### src/rtl/sigmoid_sched.sv
// Round-robin scheduler sharing one fixed-latency sigmoid unit among NUM_REQ
// requesters, with credit-limited per-lane result FIFOs.

module sigmoid_lane #(
    parameter int OUT_W     = 8,
    parameter int RES_DEPTH = 2
) (
    input  logic                             clock,
    input  logic                             reset,
    input  logic                             acc,
    input  logic                             wr,
    input  logic                             pop,
    input  logic [OUT_W-1:0]                 wr_data,
    output logic [$clog2(RES_DEPTH+1)-1:0]   credit,
    output logic                             full,
    output logic                             valid,
    output logic [OUT_W-1:0]                 data
);
    localparam int CW = $clog2(RES_DEPTH + 1);
    localparam int PW = (RES_DEPTH > 1) ? $clog2(RES_DEPTH) : 1;

    logic [OUT_W-1:0] mem [RES_DEPTH];
    logic [PW-1:0]    rd_ptr;
    logic [PW-1:0]    wr_ptr;
    logic [CW-1:0]    count;

    function automatic logic [PW-1:0] bump(input logic [PW-1:0] p);
        return (p == PW'(RES_DEPTH - 1)) ? '0 : p + PW'(1);
    endfunction

    // Credit covers ops still in the sigmoid plus ops sitting in the FIFO.
    always_ff @(posedge clock) begin
        if (!reset) begin
            credit <= '0;
            count  <= '0;
            rd_ptr <= '0;
            wr_ptr <= '0;
        end else begin
            case ({acc, pop})
                2'b10:   credit <= credit + CW'(1);
                2'b01:   credit <= credit - CW'(1);
                default: ;
            endcase
            if (wr) wr_ptr <= bump(wr_ptr);
            if (pop) rd_ptr <= bump(rd_ptr);
            count <= count + CW'(wr) - CW'(pop);
        end
    end

    always_ff @(posedge clock) begin
        if (wr) mem[wr_ptr] <= wr_data;
    end

    assign valid = (count != '0);
    assign full  = (count == CW'(RES_DEPTH));
    assign data  = valid ? mem[rd_ptr] : '0;
endmodule

module sigmoid_sched #(
    parameter int NUM_REQ   = 4,
    parameter int IN_W      = 16,
    parameter int OUT_W     = 8,
    parameter int SIG_LAT   = 5,
    parameter int RES_DEPTH = 2
) (
    input  logic                       clock,
    input  logic                       reset,
    input  logic [NUM_REQ-1:0]         req_valid,
    input  logic [NUM_REQ*IN_W-1:0]    req_data,
    output logic [NUM_REQ-1:0]         req_ready,
    output logic [IN_W-1:0]            sig_in_data,
    input  logic [OUT_W-1:0]           sig_out_data,
    output logic [NUM_REQ-1:0]         res_valid,
    output logic [NUM_REQ*OUT_W-1:0]   res_data,
    input  logic [NUM_REQ-1:0]         res_ready,
    output logic                       busy
);
    localparam int IW = (NUM_REQ > 1) ? $clog2(NUM_REQ) : 1;
    localparam int CW = $clog2(RES_DEPTH + 1);

    logic [IW-1:0]                     rr_ptr;
    logic [IW-1:0]                     gid;
    logic                              found;
    logic                              any_acc;
    logic [NUM_REQ-1:0]                elig;
    logic [NUM_REQ-1:0]                grant;
    logic [NUM_REQ-1:0]                accept;
    logic [NUM_REQ-1:0]                pop_vec;
    logic [NUM_REQ-1:0]                push_vec;
    logic [NUM_REQ-1:0]                full_vec;
    logic [NUM_REQ-1:0]                wr_vec;
    logic [NUM_REQ-1:0][CW-1:0]        credit;
    logic [NUM_REQ-1:0][IN_W-1:0]      req_arr;
    // Stage 0 travels alongside sig_in_data; stage SIG_LAT lines up with sig_out_data.
    logic [SIG_LAT:0]                  vld_pipe;
    logic [SIG_LAT:0][IW-1:0]          id_pipe;

    assign req_arr = req_data;

    always_comb begin
        for (int i = 0; i < NUM_REQ; i++)
            elig[i] = req_valid[i] && (credit[i] < CW'(RES_DEPTH));
    end

    always_comb begin
        int idx;
        idx   = 0;
        found = 1'b0;
        gid   = '0;
        grant = '0;
        for (int k = 0; k < NUM_REQ; k++) begin
            idx = int'(rr_ptr) + k;
            if (idx >= NUM_REQ) idx = idx - NUM_REQ;
            if (!found && elig[idx]) begin
                found = 1'b1;
                gid   = IW'(idx);
            end
        end
        if (found && reset) grant[gid] = 1'b1;
    end

    assign req_ready = grant;
    assign accept    = req_valid & req_ready;
    assign any_acc   = |accept;

    always_ff @(posedge clock) begin
        if (!reset) begin
            rr_ptr      <= '0;
            sig_in_data <= '0;
            vld_pipe    <= '0;
            id_pipe     <= '0;
        end else begin
            if (any_acc) rr_ptr <= (gid == IW'(NUM_REQ - 1)) ? '0 : gid + IW'(1);
            sig_in_data <= any_acc ? req_arr[gid] : '0;
            vld_pipe    <= {vld_pipe[SIG_LAT-1:0], any_acc};
            id_pipe     <= {id_pipe[SIG_LAT-1:0], gid};
        end
    end

    always_comb begin
        for (int i = 0; i < NUM_REQ; i++)
            push_vec[i] = vld_pipe[SIG_LAT] && (id_pipe[SIG_LAT] == IW'(i));
    end

    assign pop_vec = res_valid & res_ready;
    assign wr_vec  = push_vec & (~full_vec | pop_vec);

    for (genvar i = 0; i < NUM_REQ; i++) begin : g_lane
        sigmoid_lane #(
            .OUT_W    (OUT_W),
            .RES_DEPTH(RES_DEPTH)
        ) u_lane (
            .clock  (clock),
            .reset  (reset),
            .acc    (accept[i]),
            .wr     (wr_vec[i]),
            .pop    (pop_vec[i]),
            .wr_data(sig_out_data),
            .credit (credit[i]),
            .full   (full_vec[i]),
            .valid  (res_valid[i]),
            .data   (res_data[i*OUT_W +: OUT_W])
        );
    end

    assign busy = (|vld_pipe) || (|res_valid);
endmodule
### config.mk
export PLATFORM = sky130hd
export DESIGN_NAME = sigmoid_sched
export DESIGN_NICKNAME = d
export VERILOG_FILES = /design/src/rtl/sigmoid_sched.sv
export SDC_FILE = /design/constraint.sdc
export NUM_CORES = 1
export LEC_CHECK = 0
export CAP_MARGIN = 25
export CORE_MARGIN = 3
export CORE_UTILIZATION = 25
export CTS_BUF_LIST = sky130_fd_sc_hd__clkbuf_16
export CTS_CLUSTER_DIAMETER = 80
export CTS_CLUSTER_SIZE = 40
export DETAILED_ROUTE_END_ITERATION = 10
export PLACE_DENSITY = 0.51
export REMOVE_ABC_BUFFERS = 1
export SLEW_MARGIN = 10
export SYNTH_ARGS = -nofsm -noshare
export SYNTH_HDL_FRONTEND = slang
export SYNTH_HIERARCHICAL = 1
export SYNTH_SLANG_ARGS = --single-unit
### constraint.sdc
create_clock -name clock -period 5.73 [get_ports clock]
set_input_delay 1.146 -clock clock [delete_from_list [all_inputs] [get_ports clock]]
set_output_delay 1.146 -clock clock [all_outputs]
set_load 0.02 [all_outputs]
Word level (Yosys, flattened, before mapping):

Memories as Yosys holds them, arrays and structs flattened. A register that Yosys moved wholly into a read port is not among the register bits.
Index checks and enable logic that the tools add are counted.

* flip-flop bits (word level): 60
* memories: 4
* bits in writable memories: 64
* output and inout port bits: 57

Memory list
* g_lane[0].u_lane.mem: depth 2, bits a word 8, rd ports 1, clocked after Yosys merged registers in 1, write ports 1, RTL line 22 `logic [OUT_W-1:0] mem [RES_DEPTH];`
* g_lane[1].u_lane.mem: depth 2, bits a word 8, rd ports 1, clocked after Yosys merged registers in 1, write ports 1, RTL line 22
* g_lane[2].u_lane.mem: depth 2, bits a word 8, rd ports 1, clocked after Yosys merged registers in 1, write ports 1, RTL line 22
* g_lane[3].u_lane.mem: depth 2, bits a word 8, rd ports 1, clocked after Yosys merged registers in 1, write ports 1, RTL line 22

* eq/ne operators: 16
* add/sub/neg operators: 32
* reduce and logical (&&, ||, !) cells: 30
* $lt $le $gt $ge: 14
* mux-type cells: 62
* bitwise gates (word level): 5

Operators by type and width (number)
* $lt A32 B4 Y1 const B: 4
* $mux W32: 4
* $mux W1: 37
* $bmux W16 S2: 1
* $mux W8: 4
* $eq A2 B2 Y1 const B: 11
* $mux W16: 1
* $pmux W2 S2: 4
* $reduce_bool A2 Y1: 8
* $logic_and A1 B1 Y1: 13
* $and A4 B4 Y4: 3
* $sub A3 B3 Y4 const B: 3
* $add A2 B1 Y2 const B: 5
* $eq A2 B1 Y1 const B: 5
* $mux W2: 5
* $ge A3 B3 Y1 const B: 3
* $add A1 B1 Y1 const B: 8
* $add A2 B1 Y2: 4
* $bmux W1 S2: 4
* $lt A2 B2 Y1 const B: 4
* $reduce_or A4 Y1: 2
* $sub A2 B1 Y2: 4
* $sub A2 B1 Y2 const B: 4
* $add A2 B2 Y3 const B: 2
* 14 further kinds: 16

Logic depth before layout (Yosys ltp):

Gate-level depths: netlist of run 1.

* depth in word-level cells: 23
* depth in mapped cells: 14

Cells and area by module:

The synthesis of run 1 kept the hierarchy.

Modules (own cells, without submodules)
* sigmoid_lane: times used 4, cells each 66, area each 918.4 µm², seq. area each 620.6 µm²
* sigmoid_sched: times used 1, cells each 170, area each 1783.0 µm², seq. area each 720.7 µm²

Worst setup path before layout of run 1:

OpenSTA, ideal clock, no wires.

* kind: input to output
* start point: in req_valid[0]
* end point: out req_ready[2]
* data arrival time: 2460 ps
* slack: 2124 ps
* buffers on the path: 2
* stages on the path: 8
* path through: nor2b_4 -> a211oi_1 -> o21a_1 -> buf_4 -> buf_2 -> ha_1 -> inv_1 -> nor2_1

* word-level cells in the longest chain between the ends: 19
* elaborated cells on any way between the ends: 34
* those cells by class: order compare: 2; mux: 23; reduce/logical: 9

RTL lines
* start: declaration: RTL line 68 `input logic [NUM_REQ-1:0] req_valid,`
* $logic_and A1 B1 Y1 (*): RTL line 102 `elig[i] = req_valid[i] && (credit[i] < CW'(RES_DEPTH));`
* $bmux W1 S2: RTL line 114 `if (!found && elig[idx]) begin`
* $mux W1 (implied by the code) (2 in a row): RTL line 114
* $mux W1: RTL line 114
* $logic_not A1 Y1: RTL line 114
* $logic_and A1 B1 Y1: RTL line 114
* $mux W1: RTL line 114
* $logic_not A1 Y1: RTL line 114
* (+2 left out)
* $logic_not A1 Y1: RTL line 114
* $logic_and A1 B1 Y1: RTL line 114
* $mux W2: RTL line 114
* $lt A2 B3 Y1 (implied by the code) / $ge A2 B1 Y1 (equally long branches): RTL line 119 `if (found && reset) grant[gid] = 1'b1;`
* $logic_and A1 B1 Y1 (implied by the code): RTL line 119
* $mux W1 (implied by the code): RTL line 119
* $demux W1 S2: RTL line 119
* $mux W4 (*): RTL line 119
* end: declaration: RTL line 70 `output logic [NUM_REQ-1:0] req_ready,`

Every way passes the cells marked *; elsewhere a longest branch is shown, timed or not. The select of a mux whose other input is x is not followed.

Worst setup path in the final report of run 1:

* start point: in req_valid[2]
* end point: out req_ready[1]

Same word-level chain as after synthesis.

==> flow_summary.yaml, run 1 <==
critical_path:
  worstReg2RegEnd: "g_lane[0].u_lane/mem[0][7]"
  cp-endpoint: "req_ready[1]"
  crit_chain: "clkdlybuf4s50_1 > nand2b_2 > a211oi_1 > o21a_2 > buf_4 > nor2_1 > clkdlybuf4s50_1"
  crit_path_frequent_cell: "clkdlybuf4s50_1"
  crit_family: "buffers and inverters"
  end_kind: "output port"
  worstPathRequired_ns: 4.58
  r2r-start: "g_lane[0].u_lane/count[1]"
  crit_buf_inv: 3
  cp_num_cells: 7
  cp.arrival_ns: 3.58
  cp_slowest_cell: "clkdlybuf4s50_1"
  cp_max_fo: 29
  startpoint: "req_valid[2]"
  path_class: "in -> out"
  start_kind: "input pin"
  rr_worst_depth: 5
  cp_slowest_stage_delay_ns: 0.55
  r2r_slack_ns: 2.86
drt:
  ant_nets: 0
  dr.first_iter.drc_count: 127
  vias: 3682
  wl_per_cell_um: 14.6
  firstDrtPassIters: 4
  wl_mm: 12.7
  vias_per_cell: 4.24
  drc_errors: 0
synthesis:
  ys_seq_area_frac: 0.587
  ys_ff_latch: 128
  yosys.cell_types.count: 46
  async_flop_share: 0
  syn_avg_cell_area_um2: 12.6
  ys_dominant_reg_cell: "edfxtp_1"
  synth_edf_count: 64
  netlist_area_um2: 5460
  ys_warn_count: 6
  syn_inst: 434
timing:
  post-route-period-util: 0.825
  skew_ns: 0.00722
  relSlewSlack: 0.319
  finalHoldViolations: 0
  rsz0062_at_grt: "no"
  fin_tns_setup_ns: 0
  setup_violations: 0
  fin_crit_ns: 4.73
  worstMarginPinSlew_ns: 0.995
  fmax_mhz: 212
  slew_viol_final: 0
  setup_slack_ns: 1.00
cts:
  clkSinkCount: 128
  cts_buffers: 17
  holdBufCountCts: 0
  clkLatencyLatePin_ns: 0.41
  ctsHtreeMaxLevel: 4
  ctsLongestPathBuffers: 2
  ctsRootBufferMaster: "clkbuf_16"
  cts_resized: 0
  cts_setup_buffers: 0
  cts_tree: "yes"
  clk_pin_slew_ns: 0.06
global_route:
  grt_usage: 0.109
  busiest_layer: "met2"
  use_met2: 0.178
  overflow: 0
  antenna_found_initial: 0
  grt_max_degree: 46
  met1_usage: 0.130
  grt_pass1_wl_mm: 20.3
  met3_usage: 0.0495
  first_global_vias: 3851
power_and_ir_drop:
  power_density_nw_per_um2: 422
  ir_worst_vdd_v: 0.000203
  p_leak_nw: 2.86
floorplan:
  dieArea_um2: 23600
  die_w_um: 154
  io_pins: 139
  core_area_um2: 21200
  die_y_um: 154
  start_util: 0.257
  rows: 53
outcome:
  status: "complete, no violations"
cells_and_area:
  nets: 675
  diodes: 0
  n_fill_cell: 2080
  syn2layout_area_growth_pct: 41.3
  layout_commonest_cell: "clkdlybuf4s50_1"
  layout_common_cells: "clkdlybuf4s50_1 (138), mux2i_1 (64), dfxtp_1 (64), edfxtp_1 (64), and2_1 (41)"
  drive_gt1_frac: 0.0894
placed_design:
  portBuffers: 138
  hpwl_mm: 9.48
  gp_congestion: 0.725
  preCtsSetupSlack_ns: 1.03
run:
  drv_cap: 0
worst_hold_path:
  min_path_type: "reg -> reg"
  hold_depth: 1
## area by class of cell
type | count | area [um^2] | area share
Tap cell | 275 | 344 | 0.0446
Inverter | 25 | 98.8 | 0.0128
Clock inverter | 15 | 171 | 0.0222
Sequential cell | 128 | 3200 | 0.416
Multi-Input combinational cell | 267 | 2060 | 0.267
Clock buffer | 17 | 425 | 0.0552
Timing Repair Buffer | 141 | 1400 | 0.182
## per-layer routing
metal / up-vias / share of wire
li1: 1820 / -
met1: 1692 / 0.43
met2: 158 / 0.46
met3: 12 / 0.088
met4: 0 / 0.014
met5: - / 0
## worst reg2reg max path: cells and delay by family, from the launching register on
family,cells,cell delay (ns)
simple gates,3,1.07
compound gates,1,0.89
flops,1,0.36
buf+inv,1,0.18
## per-stage QoR
step / util / cell area (um^2) / instances / hold WS (ns) / power, mW
finish: 0.363 / 7710 / 868 / 0.427 / 3.26
global route: 0.363 / 7710 / 868 / 0.441 / 3.44
CTS: 0.363 / 7710 / 868 / 0.427 / 3.31
detailed placement: 0.335 / 7110 / 836 / 0.419 / 2.20
global placement: 0.335 / 7110 / 836 / 0.416 / 2.18
floorplan: - / 5360 / 420 / 0.412 / 1.76
## state kept, by name (all words and copies together) (netlist names), named ones only
name and cells:
g_lane.u_lane/mem 64, sig_in_data 16, id_pipe 12, g_lane.u_lane/count 8, g_lane.u_lane/credit 8, vld_pipe 6
g_lane.u_lane/rd_ptr 4, g_lane.u_lane/wr_ptr 4, rr_ptr 2
## where the power goes
group / switching, mW / internal [mW]
sequential: 0.0757 / 1.06
combinational: 0.535 / 0.499
clock: 0.436 / 0.654
total: 1.05 / 2.21
## cells by family (layout without fill, tap and decap cells)
kind of cell	Yosys count	in the layout	synth area share
AOI/OAI and AO/OA	47	47	0.0743
xor gates and xnor gates	20	20	0.0321
adders and majority gates	13	13	0.0298
buffers and inverters	39	198	0.0355
DFF	128	128	0.587
muxes	64	64	0.117
and+or+nand+nor	123	123	0.124
## synthesized netlist by cell type, types with 2 or more instances
cell / n / area [um^2]
dfxtp_1: 64 / 1280
edfxtp_1: 64 / 1920
mux2i_1: 64 / 641
and2_1: 41 / 257
nor2_1: 40 / 150
inv_1: 24 / 90.1
xnor2_1: 16 / 140
ha_1: 13 / 163
nor2b_1: 12 / 75.1
o22ai_2: 9 / 113
buf_2: 7 / 35.0
nand2_1: 7 / 26.3
o22ai_1: 7 / 43.8
o21a_1: 5 / 37.5
o21ai_0: 5 / 25.0
a21boi_1: 4 / 30.0
buf_6: 4 / 45.0
or3_1: 4 / 25.0
xor2_1: 4 / 35.0
a21oi_1: 3 / 15.0
nand2b_1: 3 / 18.8
a211oi_1: 2 / 15.0
and3_1: 2 / 12.5
clkbuf_1: 2 / 7.51
nand3_1: 2 / 10.0
nor2b_4: 2 / 27.5
nor3_1: 2 / 10.0
nor4_1: 2 / 12.5
o21ai_1: 2 / 10.0
o221a_1: 2 / 22.5
## worst min-delay path by stage
stage	endpoint	slack (ns)	start
after floorplan	id_pipe[10]	0.41	id_pipe[8]
after global placement	id_pipe[3]	0.42	id_pipe[1]
after detailed placement	id_pipe[2]	0.42	id_pipe[0]
after CTS	id_pipe[5]	0.43	id_pipe[3]
after global routing	id_pipe[8]	0.44	id_pipe[6]
final	id_pipe[5]	0.43	id_pipe[3]
(Power assumes the default switching activity.)
==> run 2: changes to the inputs <==
PLACE_DENSITY = 0.53   (was 0.51)
clock period = 4.1 ns   (was 5.73 ns; I/O delays follow)
==> flow_summary.yaml, run 2 (same netlist as run 1, synthesis figures left out) <==
timing:
  relSlewSlack: 0.405
  skew_ns: 0.00421
  fmax_mhz: 264
  fin_crit_ns: 3.79
  post-route-period-util: 0.925
  worstMarginPinSlew_ns: 0.891
  slew_viol_final: 0
  finalHoldViolations: 0
  setup_violations: 0
  rsz0062_at_grt: "no"
floorplan:
  die_w_um: 154
  rows: 53
  die_y_um: 154
  io_pins: 139
  start_util: 0.257
  dieArea_um2: 23600
  core_area_um2: 21200
cells_and_area:
  final_cell_area_um2: 7710
  drive_gt1_frac: 0.0870
  reg_top3: "g_lane.u_lane/mem (64), sig_in_data (16), id_pipe (12)"
  multi_input_area_um2: 2060
  diodes: 0
  regMostFlops: "g_lane.u_lane/mem"
  n_fill_cell: 2075
  layout_common_cells: "clkdlybuf4s50_1 (137), mux2i_1 (64), dfxtp_1 (64), edfxtp_1 (64), and2_1 (41)"
  nets: 680
  regArea_um2: 3200
  layout_commonest_cell: "clkdlybuf4s50_1"
  syn2layout_area_growth_pct: 41.3
  largest_reg_flops: 64
  instances_no_fill: 873
power_and_ir_drop:
  power_density_nw_per_um2: 576
  p_leak_nw: 2.88
  ir_worst_vdd_v: 0.000310
  p_total_mw: 4.44
cts:
  clkSinkCount: 128
  holdBufCountCts: 0
  ctsRootBufferMaster: "clkbuf_16"
  clk_pin_slew_ns: 0.05
  ctsHtreeMaxLevel: 4
  clkLatencyLatePin_ns: 0.40
  cts_resized: 0
  cts_setup_buffers: 0
  ctsLongestPathBuffers: 2
  cts_buffers: 17
  cts_tree: "yes"
placed_design:
  dp_cells: 841
  portBuffers: 138
  hpwl_mm: 9.66
  postPlaceCellArea_um2: 7150
  gp_congestion: 0.741
outcome:
  status: "complete, no violations"
drt:
  dr.first_iter.drc_count: 161
  ant_nets: 0
  vias: 3671
  vias_per_cell: 4.21
  wl_mm: 12.6
  drc_errors: 0
  firstDrtPassIters: 4
  wl_per_cell_um: 14.5
critical_path:
  crit_path_frequent_cell: "clkdlybuf4s50_1"
  crit_buf_inv: 2
  end_kind: "output port"
  start_kind: "input pin"
  crit_family: "buffers and inverters"
  cp_max_fo: 8
  worstPathRequired_ns: 3.28
  cp.arrival_ns: 2.97
  path_class: "in -> out"
  cp_slowest_cell: "clkdlybuf4s50_1"
  crit_chain: "clkdlybuf4s50_1 > nand2b_2 > o221a_1 > o22a_4 > nor3_1 > clkdlybuf4s50_1"
  cp_slowest_stage_delay_ns: 0.65
global_route:
  grt_usage: 0.109
  antenna_found_initial: 0
  grt_max_degree: 31
  overflow: 0
  grt_pass1_wl_mm: 19.9
  first_global_vias: 3733
worst_hold_path:
  min_path_type: "reg -> reg"
run:
  drv_cap: 0
run 2: cell types whose count changed in the layout (fill, tap and decap cells not counted):
cell / previous run / this run
buf_4: 3 / 8
clkdlybuf4s50_1: 138 / 137
clkinv_1: 1 / 4
clkinv_2: 0 / 1
clkinvlp_4: 2 / 3
dlymetal6s2s_1: 0 / 1
inv_1: 24 / 27
inv_6: 6 / 0
inv_8: 2 / 0
run 2: routing by layer:
layer / GRT usage / up-vias / routed length [um]
met1: 0.131 / 1675 / 5450
li1: - / 1832 / -
met4: 0.0328 / 0 / 97
met5: 0 / - / 0
met2: 0.174 / 154 / 5850
met3: 0.0512 / 10 / 1230
run 2: metrics by stage:
stage,utilization,TNS (ns),worst slack (ns),hold slack [ns]
5_1_grt,0.363,0,0.223,0.442
6_report,0.363,0,0.308,0.430
3_5_place_dp,0.337,0,0.144,0.419
4_1_cts,0.363,0,0.123,0.432
3_3_place_gp,0.337,0,0.191,0.415
2_1_floorplan,-,-0.0908,-0.0908,0.412
run 2: area by class of cell:
class	count	share of cell area
Inverter	25	0.0128
Clock inverter	15	0.0170
Sequential cell	128	0.416
Tap cell	275	0.0446
Timing Repair Buffer	146	0.187
Clock buffer	17	0.0552
Multi-Input combinational cell	267	0.267
run 2: report_power, final:
part	leakage (nW)	internal [mW]	switching (mW)
Sequential	1.10	1.48	0.102
Clock	0.273	0.877	0.519
Combinational	1.51	0.712	0.750
Total	2.88	3.07	1.37
run 2: final timing paths:
| kind | endpoint | cells after the start | slack (ns) | from |
|---|---|---|---|---|
| worst max-delay path | req_ready[0] | 6 | 0.31 | req_valid[2] |
| worst max register to register | g_lane[2].u_lane/credit[1] | 12 | 1.43 | g_lane[2].u_lane/credit[1] |
| worst min register to register | id_pipe[5] | 1 | 0.43 | id_pipe[3] |
| worst min-delay path | id_pipe[5] | 1 | 0.43 | id_pipe[3] |
